===== src/rtl/dpram_pkg.sv =====
// Shared types and helpers for the byte-enable dual-port RAM and its clear controller.
package dpram_pkg;

   typedef enum logic {
      CLEAR = 1'b0,
      READY = 1'b1
   } dpram_state_e;

   // Same-address read-during-write selection.
   localparam int RDW_OLD = 0;
   localparam int RDW_NEW = 1;

   // Widest word the merge helper handles; callers zero-extend narrower words.
   localparam int MERGE_MAX_W = 512;
   localparam int MERGE_MAX_B = MERGE_MAX_W / 8;

   // Byte-lane merge: lanes with be set take new_word, the rest keep old_word.
   function automatic logic [MERGE_MAX_W-1:0] byte_merge(
      input logic [MERGE_MAX_W-1:0] old_word,
      input logic [MERGE_MAX_W-1:0] new_word,
      input logic [MERGE_MAX_B-1:0] be
   );
      logic [MERGE_MAX_W-1:0] res;
      res = old_word;
      for (int i = 0; i < MERGE_MAX_B; i++) begin
         if (be[i]) res[8*i +: 8] = new_word[8*i +: 8];
      end
      return res;
   endfunction

endpackage


===== src/rtl/dpram_clear_ctrl.sv =====
// Clear sequencer: owns CLEAR/READY state, the clear address counter and the
// array write-port mux (clear writes during CLEAR, user writes once READY).
module dpram_clear_ctrl
   import dpram_pkg::*;
#(
   parameter int DEPTH      = 16,
   parameter int WIDTH      = 8,
   parameter int CLR_ON_RST = 1,
   parameter int AW         = $clog2(DEPTH),
   parameter int NB         = WIDTH / 8
) (
   input  logic            clk,
   input  logic            rst,
   input  logic            wenc,
   input  logic [AW-1:0]   waddr,
   input  logic [WIDTH-1:0] wdata,
   input  logic [NB-1:0]   wbe,
   output logic            ready,
   output logic            init_busy,
   output logic            mem_we,
   output logic [AW-1:0]   mem_addr,
   output logic [WIDTH-1:0] mem_wdata,
   output logic [NB-1:0]   mem_wbe
);

   localparam logic [AW:0]   DEPTH_L = (AW+1)'(DEPTH);
   localparam logic [AW-1:0] LAST    = AW'(DEPTH - 1);

   dpram_state_e    state_q, state_d;
   logic [AW-1:0]   cnt_q, cnt_d;

   // State and clear counter; reset restarts the sweep from word 0.
   always_ff @(posedge clk) begin
      if (rst) begin
         state_q <= (CLR_ON_RST != 0) ? CLEAR : READY;
         cnt_q   <= '0;
      end else begin
         state_q <= state_d;
         cnt_q   <= cnt_d;
      end
   end

   // Next state and write-port mux; nothing reaches the array while rst is high.
   always_comb begin
      state_d   = state_q;
      cnt_d     = cnt_q;
      mem_we    = 1'b0;
      mem_addr  = waddr;
      mem_wdata = wdata;
      mem_wbe   = wbe;
      case (state_q)
         CLEAR: begin
            mem_we    = ~rst;
            mem_addr  = cnt_q;
            mem_wdata = '0;
            mem_wbe   = '1;
            if (cnt_q == LAST) state_d = READY;
            else               cnt_d   = cnt_q + AW'(1);
         end
         READY: begin
            mem_we = ~rst & wenc & ({1'b0, waddr} < DEPTH_L);
         end
      endcase
   end

   assign ready     = ~rst & (state_q == READY);
   assign init_busy = rst ? (CLR_ON_RST != 0) : (state_q == CLEAR);

endmodule


===== src/rtl/dual_port_ram_be.sv =====
// Single-clock simple dual-port RAM with byte-lane writes, 1- or 2-cycle
// registered reads, selectable read-during-write and a post-reset clear sweep.
module dual_port_ram_be
   import dpram_pkg::*;
#(
   parameter int DEPTH      = 16,
   parameter int WIDTH      = 8,
   parameter int RD_LAT     = 1,
   parameter int RDW_MODE   = 0,
   parameter int CLR_ON_RST = 1
) (
   input  logic                     clk,
   input  logic                     rst,
   input  logic                     wenc,
   input  logic [$clog2(DEPTH)-1:0] waddr,
   input  logic [WIDTH-1:0]         wdata,
   input  logic [WIDTH/8-1:0]       wbe,
   input  logic                     renc,
   input  logic [$clog2(DEPTH)-1:0] raddr,
   output logic [WIDTH-1:0]         rdata,
   output logic                     rvalid,
   output logic                     init_busy
);

   localparam int          AW      = $clog2(DEPTH);
   localparam int          NB      = WIDTH / 8;
   localparam logic [AW:0] DEPTH_L = (AW+1)'(DEPTH);

   if (RD_LAT != 1 && RD_LAT != 2) begin : g_bad_lat
      $error("dual_port_ram_be: RD_LAT must be 1 or 2");
   end
   if (WIDTH % 8 != 0 || WIDTH < 8 || WIDTH > MERGE_MAX_W) begin : g_bad_width
      $error("dual_port_ram_be: WIDTH must be a non-zero multiple of 8 within the merge limit");
   end
   if (DEPTH < 2) begin : g_bad_depth
      $error("dual_port_ram_be: DEPTH must be at least 2");
   end

   function automatic logic [WIDTH-1:0] merge_word(
      input logic [WIDTH-1:0] old_word,
      input logic [WIDTH-1:0] new_word,
      input logic [NB-1:0]    be
   );
      logic [MERGE_MAX_W-1:0] wide;
      wide = byte_merge(MERGE_MAX_W'(old_word), MERGE_MAX_W'(new_word), MERGE_MAX_B'(be));
      return wide[WIDTH-1:0];
   endfunction

   logic [WIDTH-1:0] mem [DEPTH];

   logic             ready;
   logic             mem_we;
   logic [AW-1:0]    mem_addr;
   logic [WIDTH-1:0] mem_wdata;
   logic [NB-1:0]    mem_wbe;

   dpram_clear_ctrl #(
      .DEPTH      (DEPTH),
      .WIDTH      (WIDTH),
      .CLR_ON_RST (CLR_ON_RST),
      .AW         (AW),
      .NB         (NB)
   ) u_clear_ctrl (
      .clk       (clk),
      .rst       (rst),
      .wenc      (wenc),
      .waddr     (waddr),
      .wdata     (wdata),
      .wbe       (wbe),
      .ready     (ready),
      .init_busy (init_busy),
      .mem_we    (mem_we),
      .mem_addr  (mem_addr),
      .mem_wdata (mem_wdata),
      .mem_wbe   (mem_wbe)
   );

   // Array write: lane-merged update of the addressed word.
   always_ff @(posedge clk) begin
      if (mem_we) mem[mem_addr] <= merge_word(mem[mem_addr], mem_wdata, mem_wbe);
   end

   logic             rd_ok;
   logic [WIDTH-1:0] rd_word;
   logic             vld_out;
   logic [WIDTH-1:0] data_out;

   assign rd_ok = ready & renc;

   // Array read with optional same-address bypass of the byte-merged write.
   always_comb begin
      rd_word = '0;
      if ({1'b0, raddr} < DEPTH_L) begin
         rd_word = mem[raddr];
         if (RDW_MODE == RDW_NEW && mem_we && mem_addr == raddr)
            rd_word = merge_word(rd_word, mem_wdata, mem_wbe);
      end
   end

   // ---- stage p1: array sampled on the accepting edge (two-cycle reads only) ----
   if (RD_LAT == 2) begin : g_lat2
      logic             vld_p1;
      logic [WIDTH-1:0] data_p1;

      // Hold the sampled word so later writes cannot disturb the in-flight read.
      always_ff @(posedge clk) begin
         if (rst) vld_p1 <= 1'b0;
         else     vld_p1 <= rd_ok;
         if (rd_ok) data_p1 <= rd_word;
      end

      assign vld_out  = vld_p1;
      assign data_out = data_p1;
   end else begin : g_lat1
      assign vld_out  = rd_ok;
      assign data_out = rd_word;
   end

   // ---- output stage: registered rdata holds until the next completed read ----
   always_ff @(posedge clk) begin
      if (rst) begin
         rvalid <= 1'b0;
         rdata  <= '0;
      end else begin
         rvalid <= vld_out;
         if (vld_out) rdata <= data_out;
      end
   end

endmodule


===== config.mk =====
export PLATFORM = sky130hd
export DESIGN_NAME = dual_port_ram_be
export DESIGN_NICKNAME = d
export VERILOG_FILES = /design/src/rtl/dpram_pkg.sv /design/src/rtl/dpram_clear_ctrl.sv /design/src/rtl/dual_port_ram_be.sv
export SDC_FILE = /design/constraint.sdc
export NUM_CORES = 1
export LEC_CHECK = 0
export BUFFER_PORTS_ARGS = -buffer_cell sky130_fd_sc_hd__buf_4
export CAP_MARGIN = 40
export CORE_UTILIZATION = 32
export DETAILED_ROUTE_END_ITERATION = 16
export PLACE_DENSITY = 0.49
export SLEW_MARGIN = 5
export SYNTH_ARGS = -nofsm -noshare
export SYNTH_HDL_FRONTEND = slang
export SYNTH_SLANG_ARGS = --single-unit

===== constraint.sdc =====
create_clock -name clk -period 3.6 [get_ports clk]
set_input_delay 0.36 -clock clk [delete_from_list [all_inputs] [get_ports clk]]
set_output_delay 0.36 -clock clk [all_outputs]
set_load 0.02 [all_outputs]

==> results.tsv <==
stage	metric	value	unit
finish	# diodes	0	
cts	clk buf depth	2	
routing	First-pass DRT Iterations	4	
global_route	number of global-route vias before repair	2865	
routing	Wirelength per Cell	22.7	microns
place	dpl hpwl	8290	microns
floorplanning	Die X	134	microns
synthesis	post-synth top area cell	edfxtp_1	
sta	Final period util	0.674	
floorplanning	total core area	16800	sq um
sta	setup ws final	1.17	ns
pwr	Static Leak	2.23	nW
routing	Vias/cell	5.00	
critical_path	crit path capture type	register	
synthesis	syn nets	307	
status	status	finished, final reports clean	
synthesis	Post-synth EDFFs	128	
global_route	grt ovf	0	
finish	layout cells sized above 1	0.299	
routing	Routed WL	12600	microns
global_route	initial antenna violation count	0	
finish	Net count, final	345	
synthesis	count leader, synth	edfxtp_1	
global_route	global-route wire length before repair	19000	microns
cts	CTS tree	done	
synthesis	synth cell count leaders	edfxtp_1, mux4_2, nor2_1	
cts	CTS buffer count	17	
pwr	total power	3.66	mW
cts	CTS Hold Bufs	0	
global_route	largest net degree at the start of global routing	33	
finish	layout filler cell count	1518	
routing	initial DRC count	260	
synthesis	count of cell types in the netlist	32	
sta	Slew headroom	0.448	
critical_path	WP data required	3.64	ns
sta	Worst Max-Slew Pin Slew	0.828	ns
sta	Hold Vio Cnt, Final	0	
floorplanning	effective utilization at floorplan	0.331	
synthesis	synthesized flop and latch total	142	
cts	setup bufs post-CTS	0	
critical_path	CP Max Fanout	26	
place	gpl congestion	0.749	
floorplanning	Die Height	134	microns
cts	register clock-pin slew on the reported worst setup and hold paths	0.06	ns
critical_path	worst setup path category	register to register	
cts	CTS-repair resized insts	0	
worst_hold_path	type of the most critical hold path	input port to register	
global_route	total track usage	0.155	
worst_hold_path	hold path cells	2	
sta	Total Neg Setup Slack	0	ns
finish	area grow syn2layout	18.5	%
cts	clk sinks	142	
synthesis	Synth Flop Type	edfxtp_1	
place	IO buf count	30	
pwr	worst vdd ir	0.329	mV
routing	# DRC	0	
place	dpl ws	1.19	ns
sta	Setup-failing EPs final	0	
sta	Final Skew	0.00975	ns
synthesis	Post-synth ARST share	0	
sta	RSZ-0062 raised after global routing	false	
synthesis	top cell type's share of synthesized area	0.694	
critical_path	Arrival @ worst endpoint	2.46	ns
synthesis	ranking of synthesized cells by area	edfxtp_1, mux4_2, dfxtp_1	
synthesis	Mapped Area	5540	sq um
floorplanning	I/O pin count	31	
routing	ANT nets after route	0	
synthesis	register area share after synthesis	0.744	
critical_path	crit start category	register	
routing	Vias	2775	
pwr	Pwr Density	558	nW/um^2
synthesis	post-synthesis instance total	285	
sta	Max Freq	0.412	GHz
sta	clock period minus final worst setup slack	2.43	ns
critical_path	cell count of the worst reg-to-reg path	4	
synthesis	synthesized area per cell	19.4	sq um
floorplanning	row count	47	
run	MaxCap Viol Count	0	
cts	H-tree Lvls	4	
floorplanning	DIE AREA	17800	sq um
sta	max-slew violations	0	
cts	clock insertion delay at the later pin of the skew report	0.42	ns
synthesis	Synth Warn #	0	
cts	CTS root buf	clkbuf_16	
==> cell usage in the layout, fill, tap and decap left out, types with 2 or more instances in the layout <==
master and instances:
clkinv_2 2, clkbuf_16 17, buf_4 31, edfxtp_1 128
mux2i_1 9, inv_1 2, clkinv_1 2, bufinv_16 3
clkinvlp_4 4, nor2_1 21, a21oi_1 6, dfxtp_1 14
nor3b_1 2, a31oi_1 4, nor2b_1 2, nand2_1 7
o21ai_1 8, clkbuf_1 2, mux2_2 8, a22oi_1 8
nand2b_1 2, and2_1 8, mux4_2 32
==> logic make-up after synthesis <==
family	Yosys count	share of synthesized area
buffers and inverters	15	0.0135
xor gates and xnor gates	1	0.00158
AOI/OAI and AO/OA	30	0.0341
muxes	49	0.163
and+or+nand+nor	47	0.0416
DFF	142	0.744
adders and majority gates	1	0.00226
==> area by class of cell <==
cell class / instances / area, sq um / area share
flip-flops and latches: 142 / 4120 / 0.628
repair buffers: 31 / 233 / 0.0355
clock buffers: 19 / 433 / 0.0660
well taps: 220 / 275 / 0.0419
multi-input cells: 128 / 1340 / 0.204
clock inverters: 12 / 146 / 0.0223
inverters: 3 / 11.3 / 0.00172
==> final timing paths <==
check | start | to | slack (ns)
min reg2reg | rdata[2] | rdata[2] | 0.53
min | rst | u_clear_ctrl.cnt_q[0] | 0.18
max | u_clear_ctrl.state_q | mem[11][3] | 1.17
max reg2reg | u_clear_ctrl.state_q | mem[11][3] | 1.17
==> registers in the layout, summed over array words and instances (netlist names) <==
register and flops:
rdata 8, mem 128, rvalid 1, u_clear_ctrl.cnt_q 4, u_clear_ctrl.state_q 1
==> layer usage <==
layer | vias to the layer above | wire [microns] | track usage
met4 | 0 | 141 | 0.0549
met3 | 12 | 814 | 0.0457
met5 | - | 0 | 0
met1 | 1427 | 5870 | 0.216
met2 | 98 | 5790 | 0.229
li1 | 1238 | - | -
==> power breakdown <==
part           leakage (nW)  internal (mW)  switching (mW)
clock                 0.270           1.08           0.635
combinational         0.597         0.0700          0.0787
sequential             1.36           1.79         0.00886
==> through the flow <==
stage	cell area, sq um	instances	util	hold slack (ns)
3_3_place_gp	5980	523	0.357	0.503
6_report	6560	555	0.392	0.184
2_1_floorplan	5540	285	-	0.489
5_1_grt	6560	555	0.392	0.177
3_5_place_dp	5980	524	0.357	0.513
4_1_cts	6560	555	0.392	0.168
==> critical path, stage by stage (launching register included) <==
cell and delay [ns]:
dfxtp_1 0.80, nor2b_1 0.22, a21oi_1 0.22, nand2_1 0.21, nor2_1 0.60
No activity file was read; power rests on OpenSTA's default activity.
